==> config.mk <==
export PLATFORM = sky130hd
export DESIGN_NAME = dmem_arbiter
export DESIGN_NICKNAME = d
export VERILOG_FILES = /design/src/rtl/dmem_pkg.sv /design/src/rtl/dmem_arbiter_rr_arb2.sv /design/src/rtl/dmem_arbiter.sv
export SDC_FILE = /design/constraint.sdc
export NUM_CORES = 1
export LEC_CHECK = 0
export BUFFER_PORTS_ARGS = -buffer_cell sky130_fd_sc_hd__buf_2
export CORE_AREA = 2 2 106 108
export CTS_CLUSTER_SIZE = 14
export DETAILED_ROUTE_END_ITERATION = 16
export DIE_AREA = 0 0 108 110
export PLACE_DENSITY = 0.77
export SLEW_MARGIN = 20
export SYNTH_ARGS = -nofsm -noshare
export SYNTH_HDL_FRONTEND = slang
export SYNTH_HIERARCHICAL = 1
export SYNTH_SLANG_ARGS = --single-unit
==> constraint.sdc <==
create_clock -name clk -period 2 [get_ports clk]
set_input_delay 0.1 -clock clk [delete_from_list [all_inputs] [get_ports clk]]
set_output_delay 0.1 -clock clk [all_outputs]
set_load 0.05 [all_outputs]
==> src/rtl/dmem_pkg.sv <==
// Shared constants for the data-memory arbiter: op/RWE encoding, FSM state codes, default widths.
package dmem_pkg;

  localparam int ADDR_W_DEF    = 32;
  localparam int DATA_W_DEF    = 32;
  localparam int MEM_DEPTH_DEF = 64;

  // Op codes double as the memory RWE code for stores
  localparam logic [1:0] OP_LOAD = 2'd0;
  localparam logic [1:0] OP_SB   = 2'd1;
  localparam logic [1:0] OP_SH   = 2'd2;
  localparam logic [1:0] OP_SW   = 2'd3;

  typedef logic [1:0] state_t;

  localparam state_t ST_IDLE   = 2'd0;
  localparam state_t ST_ACCESS = 2'd1;
  localparam state_t ST_RESP   = 2'd2;
  localparam state_t ST_MERGE  = 2'd3;

endpackage

==> src/rtl/dmem_arbiter_rr_arb2.sv <==
// Two-input round-robin arbiter: on contention the port that did not win last time is granted.
module rr_arb2 (
  input  logic [1:0] req,
  input  logic       last_grant,
  input  logic       enable,
  output logic [1:0] grant
);

  always_comb begin
    grant = 2'b00;
    if (enable) begin
      if (req == 2'b11) grant = last_grant ? 2'b01 : 2'b10;
      else              grant = req;
    end
  end

endmodule

==> src/rtl/dmem_arbiter.sv <==
// Round-robin sharing of a single-port data memory between LSU (port 0) and DMA/debug (port 1).
// DMEM_RMW_EN: when defined, SB/SH become read-modify-write through an extra MERGE cycle.
//
// state  | meaning
// IDLE   | no transaction in flight, arbiter open
// ACCESS | memory addressed; load data captured or store written
// MERGE  | (DMEM_RMW_EN only) merged full-word write for SB/SH
// RESP   | response pulse; arbiter open for the next request
module dmem_arbiter
  import dmem_pkg::*;
#(
  parameter int ADDR_W    = ADDR_W_DEF,
  parameter int DATA_W    = DATA_W_DEF,
  parameter int MEM_DEPTH = MEM_DEPTH_DEF
) (
  input  logic              clk,
  input  logic              rst,
  input  logic [1:0]        req_valid,
  output logic [1:0]        req_ready,
  input  logic [ADDR_W-1:0] req_addr0,
  input  logic [ADDR_W-1:0] req_addr1,
  input  logic [DATA_W-1:0] req_wdata0,
  input  logic [DATA_W-1:0] req_wdata1,
  input  logic [1:0]        req_op0,
  input  logic [1:0]        req_op1,
  output logic [1:0]        rsp_valid,
  output logic [DATA_W-1:0] rsp_rdata,
  output logic              rsp_err,
  output logic [ADDR_W-1:0] mem_a,
  output logic [DATA_W-1:0] mem_wd,
  output logic [1:0]        mem_rwe,
  input  logic [DATA_W-1:0] mem_rd
);

  state_t            state;
  logic              last_grant;
  logic              owner;
  logic              err_q;
  logic [1:0]        op_q;
  logic [1:0]        grant;
  logic              arb_en;
  logic [ADDR_W-1:0] sel_addr;
  logic [DATA_W-1:0] sel_wdata;
  logic [1:0]        sel_op;

  assign arb_en    = !rst && (state == ST_IDLE || state == ST_RESP);
  assign req_ready = grant;
  assign sel_addr  = grant[1] ? req_addr1  : req_addr0;
  assign sel_wdata = grant[1] ? req_wdata1 : req_wdata0;
  assign sel_op    = grant[1] ? req_op1    : req_op0;

  rr_arb2 u_arb (
    .req        (req_valid),
    .last_grant (last_grant),
    .enable     (arb_en),
    .grant      (grant)
  );

`ifdef DMEM_RMW_EN
  logic [DATA_W-1:0] wdata_q;
  logic              rmw_go;
  logic [DATA_W-1:0] merged;

  assign rmw_go = !err_q && (op_q == OP_SB || op_q == OP_SH);
  assign merged = (op_q == OP_SB) ? {mem_rd[DATA_W-1:8],  wdata_q[7:0]}
                                  : {mem_rd[DATA_W-1:16], wdata_q[15:0]};
`endif

  // rst gates the write so a reset seen at the end of ACCESS aborts the store
  always_comb begin
    mem_rwe = 2'b00;
    if (!rst && !err_q) begin
`ifdef DMEM_RMW_EN
      if (state == ST_ACCESS && op_q == OP_SW) mem_rwe = OP_SW;
      if (state == ST_MERGE)                   mem_rwe = OP_SW;
`else
      if (state == ST_ACCESS) mem_rwe = op_q;
`endif
    end
  end

  always_ff @(posedge clk) begin
    if (rst) begin
      state      <= ST_IDLE;
      last_grant <= 1'b1;
      owner      <= 1'b0;
      err_q      <= 1'b0;
      op_q       <= OP_LOAD;
      mem_a      <= '0;
      mem_wd     <= '0;
      rsp_valid  <= 2'b00;
      rsp_rdata  <= '0;
      rsp_err    <= 1'b0;
`ifdef DMEM_RMW_EN
      wdata_q    <= '0;
`endif
    end else begin
      rsp_valid <= 2'b00;
      rsp_rdata <= '0;
      rsp_err   <= 1'b0;
      case (state)
        ST_IDLE, ST_RESP: begin
          if (|grant) begin
            state      <= ST_ACCESS;
            owner      <= grant[1];
            last_grant <= grant[1];
            mem_a      <= sel_addr;
            mem_wd     <= sel_wdata;
            op_q       <= sel_op;
            err_q      <= !(sel_addr < ADDR_W'(MEM_DEPTH));
`ifdef DMEM_RMW_EN
            wdata_q    <= sel_wdata;
`endif
          end else begin
            state <= ST_IDLE;
          end
        end
        ST_ACCESS: begin
`ifdef DMEM_RMW_EN
          if (rmw_go) begin
            state  <= ST_MERGE;
            mem_wd <= merged;
          end else
`endif
          begin
            state     <= ST_RESP;
            rsp_valid <= {owner, !owner};
            rsp_err   <= err_q;
            rsp_rdata <= (op_q == OP_LOAD && !err_q) ? mem_rd : '0;
          end
        end
`ifdef DMEM_RMW_EN
        ST_MERGE: begin
          state     <= ST_RESP;
          rsp_valid <= {owner, !owner};
        end
`endif
        default: state <= ST_IDLE;
      endcase
    end
  end

endmodule

== Yosys cells after proc, flatten, opt, wreduce, memory -nomap -nowiden ==
Index checks and enable logic that the tools add are counted.
Widths: inputs -> output; s select.

* Register bits after elaboration: 106
* Input bits: 168
* Output and inout bits: 103
* Word-level logic and storage cells: 41

* Order comparisons: 1
* Equality and inequality tests: 3
* Mux-type cells: 10
* Bitwise gates (word level): 2
* Reduce and logical (&&, ||, !) cells: 15

{| class="wikitable"
|+ Operators with widths
! cell !! count
|-
| $mux 32 || 2
|-
| $lt 32x7->1 const B || 1
|-
| $mux 2 || 6
|-
| $reduce_or 2->1 || 3
|-
| $eq 2x2->1 const B || 2
|-
| $logic_not 1->1 || 4
|-
| $logic_not 2->1 || 2
|-
| $pmux 2 s2 || 1
|-
| $logic_and 1x1->1 || 3
|-
| $reduce_or 3->1 || 1
|-
| $eq 2x1->1 const B || 1
|-
| $not 1->1 || 2
|-
| $reduce_and 2->1 || 1
|-
| $logic_or 1x1->1 || 1
|-
| $mux 1 || 1
|}

== Longest topological paths before layout ==
Gate-level depths: netlist (run 1).

* Depth after elaboration: 7
* Depth in mapped cells: 12
* Mapped depth without buffers: 7

== Cells and area by module ==
Netlist (run 1), hierarchy kept.

{| class="wikitable"
|+ Modules (own cells, without submodules)
! module !! times used !! cells each !! area each (µm²) !! seq. area each (µm²)
|-
| dmem_arbiter || 1 || 414 || 4241.6 || 2122.0
|-
| rr_arb2 || 1 || 5 || 21.3 || 0.0
|}

== Worst setup path after synthesis (run 1) ==
Ideal clock, no wire load.

* Kind: input to register
* Start point: input rst
* End point: register mem_a[13]
* Library setup time: 142 ps
* Arrival time: 2410 ps
* Data required time: 1858 ps
* Slack: -552 ps
* Stages on the path: 11
* Buffers on the path: 5
* Cell sequence: buf_2 buf_1 nor2_1 nand2_1 a21oi_1 buf_4 nor2_4 nor2_4 buf_6 buf_2 a211oi_2

* Word-level cells in the longest chain between the ends: 5
* Elaborated cells between the ends (all ways): 6
* Classes of those cells: 2 x mux; 4 x reduce/logical

{| class="wikitable"
|+ Ends and longest elaborated chain
! element !! RTL line !! text
|-
| from (decl) || dmem_arbiter.sv:17 || <nowiki>input logic rst,</nowiki>
|-
| $logic_not 1->1 (*) || dmem_arbiter.sv:46 || <nowiki>assign arb_en = !rst && (state == ST_IDLE || state == ST_RESP);</nowiki>
|-
| $logic_and 1x1->1 (*) || dmem_arbiter.sv:46 ||
|-
| net arb_en || dmem_arbiter.sv:41 || <nowiki>logic arb_en;</nowiki>
|-
| $mux 2 (*) || dmem_arbiter_rr_arb2.sv:11 || <nowiki>if (enable) begin</nowiki>
|-
| net req_ready[1] || dmem_arbiter.sv:19 || <nowiki>output logic [1:0] req_ready,</nowiki>
|-
| $reduce_or 2->1 || dmem_arbiter.sv:103 || <nowiki>if (|grant) begin</nowiki>
|-
| $reduce_and 2->1 (no source line) || -- ||
|-
| to (signal assigned) || dmem_arbiter.sv:107 || <nowiki>mem_a <= sel_addr;</nowiki>
|-
| to (decl) || dmem_arbiter.sv:29 || <nowiki>output logic [ADDR_W-1:0] mem_a,</nowiki>
|}

Mark *: on every way through the listed nets, which the timed path passes. The rest lies on a longest branch.
A chain may end at the register's enable or synchronous reset.

== Worst setup path after layout (run 1) ==
* Start point: register state[0]
* End point: output req_ready[1]

* Word-level cells in the longest chain between the ends: 4
* Elaborated cells between the ends (all ways): 5
* Classes of those cells: 1 x eq/ne; 1 x mux; 3 x reduce/logical

{| class="wikitable"
|+ Ends and longest elaborated chain
! element !! RTL line !! text
|-
| from (decl) || dmem_arbiter.sv:35 || <nowiki>state_t state;</nowiki>
|-
| from (signal assigned) || dmem_arbiter.sv:84 || <nowiki>state <= ST_IDLE;</nowiki>
|-
| from (signal assigned) || dmem_arbiter.sv:104 || <nowiki>state <= ST_ACCESS;</nowiki>
|-
| from (signal assigned) || dmem_arbiter.sv:115 || <nowiki>state <= ST_IDLE;</nowiki>
|-
| $eq 2x2->1 / $logic_not 2->1 (equally long branches) || dmem_arbiter.sv:46 ||
|-
| $logic_or 1x1->1 (*) || dmem_arbiter.sv:46 ||
|-
| $logic_and 1x1->1 (*) || dmem_arbiter.sv:46 ||
|-
| net arb_en || dmem_arbiter.sv:41 ||
|-
| $mux 2 (*) || dmem_arbiter_rr_arb2.sv:11 ||
|-
| to (decl) || dmem_arbiter.sv:19 ||
|}

Marked as above.

==> results of run 1 <==
[registers in the layout, indices dropped and copies added (netlist names)]
register and count:
err_q 1, last_grant 1, mem_a 32, mem_wd 32, op_q 2, owner 1
rsp_err 1, rsp_rdata 32, rsp_valid 2, state 2
[cell families (layout without fill, tap and decap cells)]
logic type	Yosys count	after routing	synth area share, %
AOI/OAI and AO/OA	71	71	13.5
DFF	106	106	49.8
and+or+nand+nor	139	139	16.6
buffers and inverters	37	330	4.67
muxes	66	66	15.5
[worst max-delay path, stage by stage, from the launching register on]
cell	delay [ps]
dfxtp_1	320
nor2_1	130
nand2_1	100
a21oi_4	200
buf_4	250
buf_2	300
[cell usage in the layout (no fill, tap or decap), types with 2 or more instances in the layout]
cell / count
buf_2: 270
nor4_1: 11
nand4_1: 2
nor3_1: 2
nand3_1: 2
and2_1: 34
clkbuf_8: 10
inv_6: 3
mux2i_1: 66
buf_12: 4
inv_1: 3
a21oi_1: 2
nand2_1: 3
dfxtp_1: 106
nor2_4: 3
a211oi_1: 55
buf_4: 5
dlygate4sd3_1: 32
and3_1: 2
nor2_1: 74
a211oi_2: 10
[where the power goes]
part	leakage [nW]	total, mW	switching (mW)	internal [mW]
Clock	0.0937	1.25	0.744	0.501
Combinational	1.95	1.46	0.980	0.482
Sequential	0.869	2.36	0.0843	2.27
[metal layers]
metal  vias to the layer above  wire [um]  global-route usage, %
met2                       164       6570                   37.5
met1                      1887       5030                   22.4
met4                         0        223                   6.96
met3                        18        951                   4.47
met5                         -          0                      0
li1                       2066          -                      -
[metrics by stage]
step           cells  hold WS, ps
2_1_floorplan    419          222
3_3_place_gp     804          299
3_5_place_dp     804          303
4_1_cts          852         43.9
5_1_grt          852         66.1
6_report         852         75.5
[cell type report]
cell class              instances  area (sq um)  area share (%)
clock inverters                 6          47.5           0.762
multi-input cells             276          1960            31.4
clock buffers                  10           138            2.21
inverters                       3          11.3           0.180
repair buffers                311          1790            28.7
well taps                     140           175            2.81
flip-flops and latches        106          2120            34.0
[repair_timing]
item,4_1_cts,5_1_grt
hold endpoints to repair,32,0
resized for setup,0,0
setup buffers,0,0
hold buffers,32,0
[path summary, 6_finish.rpt]
| check | start | end | slack [ps] | cells after the start |
|---|---|---|---|---|
| hold reg to reg | owner | rsp_valid[0] | 460 | 1 |
| hold / removal | req_wdata0[1] | mem_wd[1] | 80 | 3 |
| setup reg to reg | state[0] | mem_wd[25] | 270 | 8 |
| setup / recovery | state[0] | req_ready[1] | 250 | 5 |
==> flow_summary.yaml, run 1 <==
drt:
  dr.pass1.iters: 4
  vias_per_cell: 4.85
  drt_wl_total_um: 12800
  ant_nets: 0
  first_iter_violations: 178
  vias: 4135
  drc: 0
  routedWlPerCell_um: 15.0
die:
  io_pins: 271
  rows: 38
  die_w_um: 108
  start_util_pct: 39.8
  fp.coreArea_sq_mm: 0.0107
  dieArea_sq_mm: 0.0119
  die_h_um: 110
power_and_ir_drop:
  power_mw: 5.07
  leakage_nw: 2.91
  vdd.ir_drop.worst_v: 0.000326
  power.density_mw_per_mm2: 812
finish:
  nNetsFinal: 875
  fin_area_sq_mm: 0.00624
  fin_util_pct: 58.3
  n_antenna_cell: 0
  nFillCells: 932
  syn_to_final_growth_pct: 46.4
  drive_gt1_share_pct: 43.8
timing:
  min_period_ps: 1750
  setup_viol: 0
  skew_ps: 7.95
  worst_pin_slew_ps: 823
  slew_viol_final: 0
  tns_ps: 0
  rsz0062_at_grt: "false"
  period_share_pct: 87.4
  slew_headroom_pct: 45.1
  fmax_mhz: 572
  hold_viol: 0
  worst_slack_ps: 251
place:
  dp_hpwl_um: 9110
  port_buffers: 270
  gp_congestion: 0.839
  post-place-ws_ps: 287
  place_area_sq_mm: 0.00573
yosys:
  synth.largest_area_cell: "dfxtp_1"
  synthesis.area_sq_mm: 0.00426
  avgSynthCellArea_sq_um: 10.2
  synth_cell_types: 29
  ys_ff_latch: 106
  syn_nets: 587
  synth_flop_cell: "dfxtp_1"
  ys_seq_area_share_pct: 49.8
  synthMostInstantiatedCell: "dfxtp_1"
  async_reset_ff_share_pct: 0
  syn_inst: 419
  ys_top_cells_by_area: "dfxtp_1, mux2i_1, a211oi_1"
  yosys_warnings: 6
  netlist_top_cells_count: "dfxtp_1, nor2_1, mux2i_1, a211oi_1, and2_1"
  synth_edf_count: 0
  yosysTopAreaCellShare_pct: 49.8
clocking:
  cts_tree: "yes"
  cts_max_level: 3
  cts_buffers: 9
  insertion_delay_ps: 360
  cts_root_buf: "clkbuf_8"
  clkSinkCount: 106
  clk_pin_slew_ps: 100
  cts_buffer_depth: 2
worst_hold_path:
  hp-class: "input pin to flop"
critical_path:
  crit_fanout: 9
  start_kind: "flop"
  crit_type: "flop to output pin"
  worstPathRequired_ps: 1900
  crit_path_end_kind: "output pin"
  arrival_ps: 1650
job:
  maxCapViolCount: 0
grt:
  grt_usage_pct: 20.0
  grt-ovfl-total: 0
  antenna_found_initial: 0
  first_global_vias: 3936
  grt_max_degree: 77
  grt_pass1_wl_um: 18700
run_status:
  outcome: "finished clean"
Power figures use the tool's default switching activity.
==> inputs of run 2 (changes only) <==
--- a/config.mk
+++ b/config.mk
@@ -7,8 +7,8 @@
 export LEC_CHECK = 0
 export BUFFER_PORTS_ARGS = -buffer_cell sky130_fd_sc_hd__buf_2
-export CORE_AREA = 2 2 106 108
+export CORE_MARGIN = 2
+export CORE_UTILIZATION = 38
 export CTS_CLUSTER_SIZE = 14
 export DETAILED_ROUTE_END_ITERATION = 16
-export DIE_AREA = 0 0 108 110
 export PLACE_DENSITY = 0.77
 export SLEW_MARGIN = 20
==> constraint.sdc (replaced) <==
create_clock -name clk -period 1.46 [get_ports clk]
set_input_delay 0.073 -clock clk [delete_from_list [all_inputs] [get_ports clk]]
set_output_delay 0.073 -clock clk [all_outputs]
set_load 0.02 [all_outputs]
==> run 2 against run 1 <==
Compared with the run above:
- the flow now finishes with violations (setup timing)
- combinational power rose by 42%
- critical path depth increased by 3
- worst setup slack got worse by 380 ps
- utilization up 7.8 points
- largest cell class is now non-clock buffers
- highest routed layer unchanged
==> flow_summary.yaml, run 2 (synthesized netlist as in run 1, its figures left out) <==
timing:
  period_share_pct: 109
  tns_ps: -6070
  hold_ws_ps: 47.4
  fmax_mhz: 628
  rsz0062_at_grt: "true"
  slew_viol_final: 0
  worst_pin_slew_ps: 527
  skew_ps: 11.1
  hold_viol: 0
  worst_slack_ps: -132
  min_period_ps: 1590
  slew_headroom_pct: 64.9
  setup_viol: 71
die:
  die_h_um: 110
  io_pins: 271
  rows: 38
  start_util_pct: 39.2
  dieArea_sq_mm: 0.0121
  die_w_um: 110
  fp.coreArea_sq_mm: 0.0109
clocking:
  insertion_delay_ps: 360
  clkSinkCount: 106
  cts_tree: "yes"
  cts_buffers: 9
  clk_pin_slew_ps: 100
  cts_root_buf: "clkbuf_8"
  cts_buffer_depth: 2
  cts_max_level: 3
critical_path:
  r2r_start: "state[0]"
  crit_start: "state[0]"
  rrSetupSlack_ps: -130
  crit_fanout: 11
  arrival_ps: 1830
  crit_type: "flop to flop"
  worstPathRequired_ps: 1700
  start_kind: "flop"
  crit_path_end_kind: "flop"
drt:
  first_iter_violations: 209
  ant_nets: 0
  routedWlPerCell_um: 16.9
  vias_per_cell: 4.95
  vias: 4416
  drt_wl_total_um: 15100
  dr.pass1.iters: 4
  drc: 0
grt:
  grt_usage_pct: 21.7
  grt.met1_usage_pct: 24.2
  grt_max_degree: 43
  use_met3_pct: 4.62
  antenna_found_initial: 0
  first_global_vias: 4201
  grt.busiest_layer: "met2"
  grtUsageMet2_pct: 39.8
  grt_pass1_wl_um: 20200
  grt-ovfl-total: 0
power_and_ir_drop:
  power_mw: 7.20
  vdd.ir_drop.worst_v: 0.000498
  power.density_mw_per_mm2: 999
  leakage_nw: 3.32
worst_hold_path:
  hp-class: "input pin to flop"
  min_from: "req_wdata0[27]"
place:
  gp_congestion: 0.866
  dp_hpwl_um: 9280
  post-place-ws_ps: -176
  port_buffers: 270
  place_inst: 814
  place_area_sq_mm: 0.00583
run_status:
  outcome: "finished with violations"
  failed_checks: "setup timing"
finish:
  n_antenna_cell: 0
  syn_to_final_growth_pct: 69.0
  fin_area_sq_mm: 0.00720
  drive_gt1_share_pct: 52.8
  seq_area_sq_mm: 0.00212
  nNetsFinal: 915
  largestRegisters: "mem_a x32, mem_wd x32, rsp_rdata x32"
  multi_input_area_sq_mm: 0.00218
  nFillCells: 859
  instances_no_fill: 892
  layout_commonest_cell: "buf_2"
  final_cell_mix: "buf_2, dfxtp_1, nor2_1"
  fin_util_pct: 66.2
job:
  maxCapViolCount: 0
[run 2: changes by cell type in the layout (fill, tap and decap cells not counted), sizes merged]
cell    change
buf        +32
inv         -1
bufinv      +1
clkbuf      +8
[run 2: final timing paths]
path,cells past startpoint,endpoint
worst min register to register,1,rsp_valid[0]
worst max-delay path,8,mem_a[25]
worst min-delay path,3,mem_wd[27]
worst max register to register,8,mem_a[25]
[run 2: power breakdown]
group / switching, mW / internal [mW]
Clock: 1.02 / 0.859
Combinational: 1.06 / 1.02
Sequential: 0.127 / 3.12
Total: 2.20 / 4.99
[run 2: metal layers]
layer / wire (um) / up-vias
met5: 0 / -
met4: 274 / 0
met3: 1110 / 21
met2: 7930 / 183
met1: 5780 / 2067
li1: - / 2145
[run 2: layout make-up]
class	instances	area share [%]
Clock buffer	10	1.91
Sequential cell	106	29.5
Clock inverter	6	1.01
Multi-Input combinational cell	276	30.3
Inverter	3	0.156
Tap cell	140	2.43
Timing Repair Buffer	351	34.7
[run 2: repair_timing]
item	CTS	global route
cloned	8	11
pin swaps	6	15
buffers inserted	7	5
hold buffers	32	0
endpoints found under the setup margin	69	71
endpoints found under the hold margin	32	0
resized for setup	27	46
[run 2: worst max-delay path, cell delays in order, from the launching register on]
cell and delay [ps]:
dfxtp_2 350, nor2_4 90, nand2_2 70, a21oi_4 180, buf_6 150, buf_12 130
buf_16 160, mux2i_2 250, a211oi_1 100
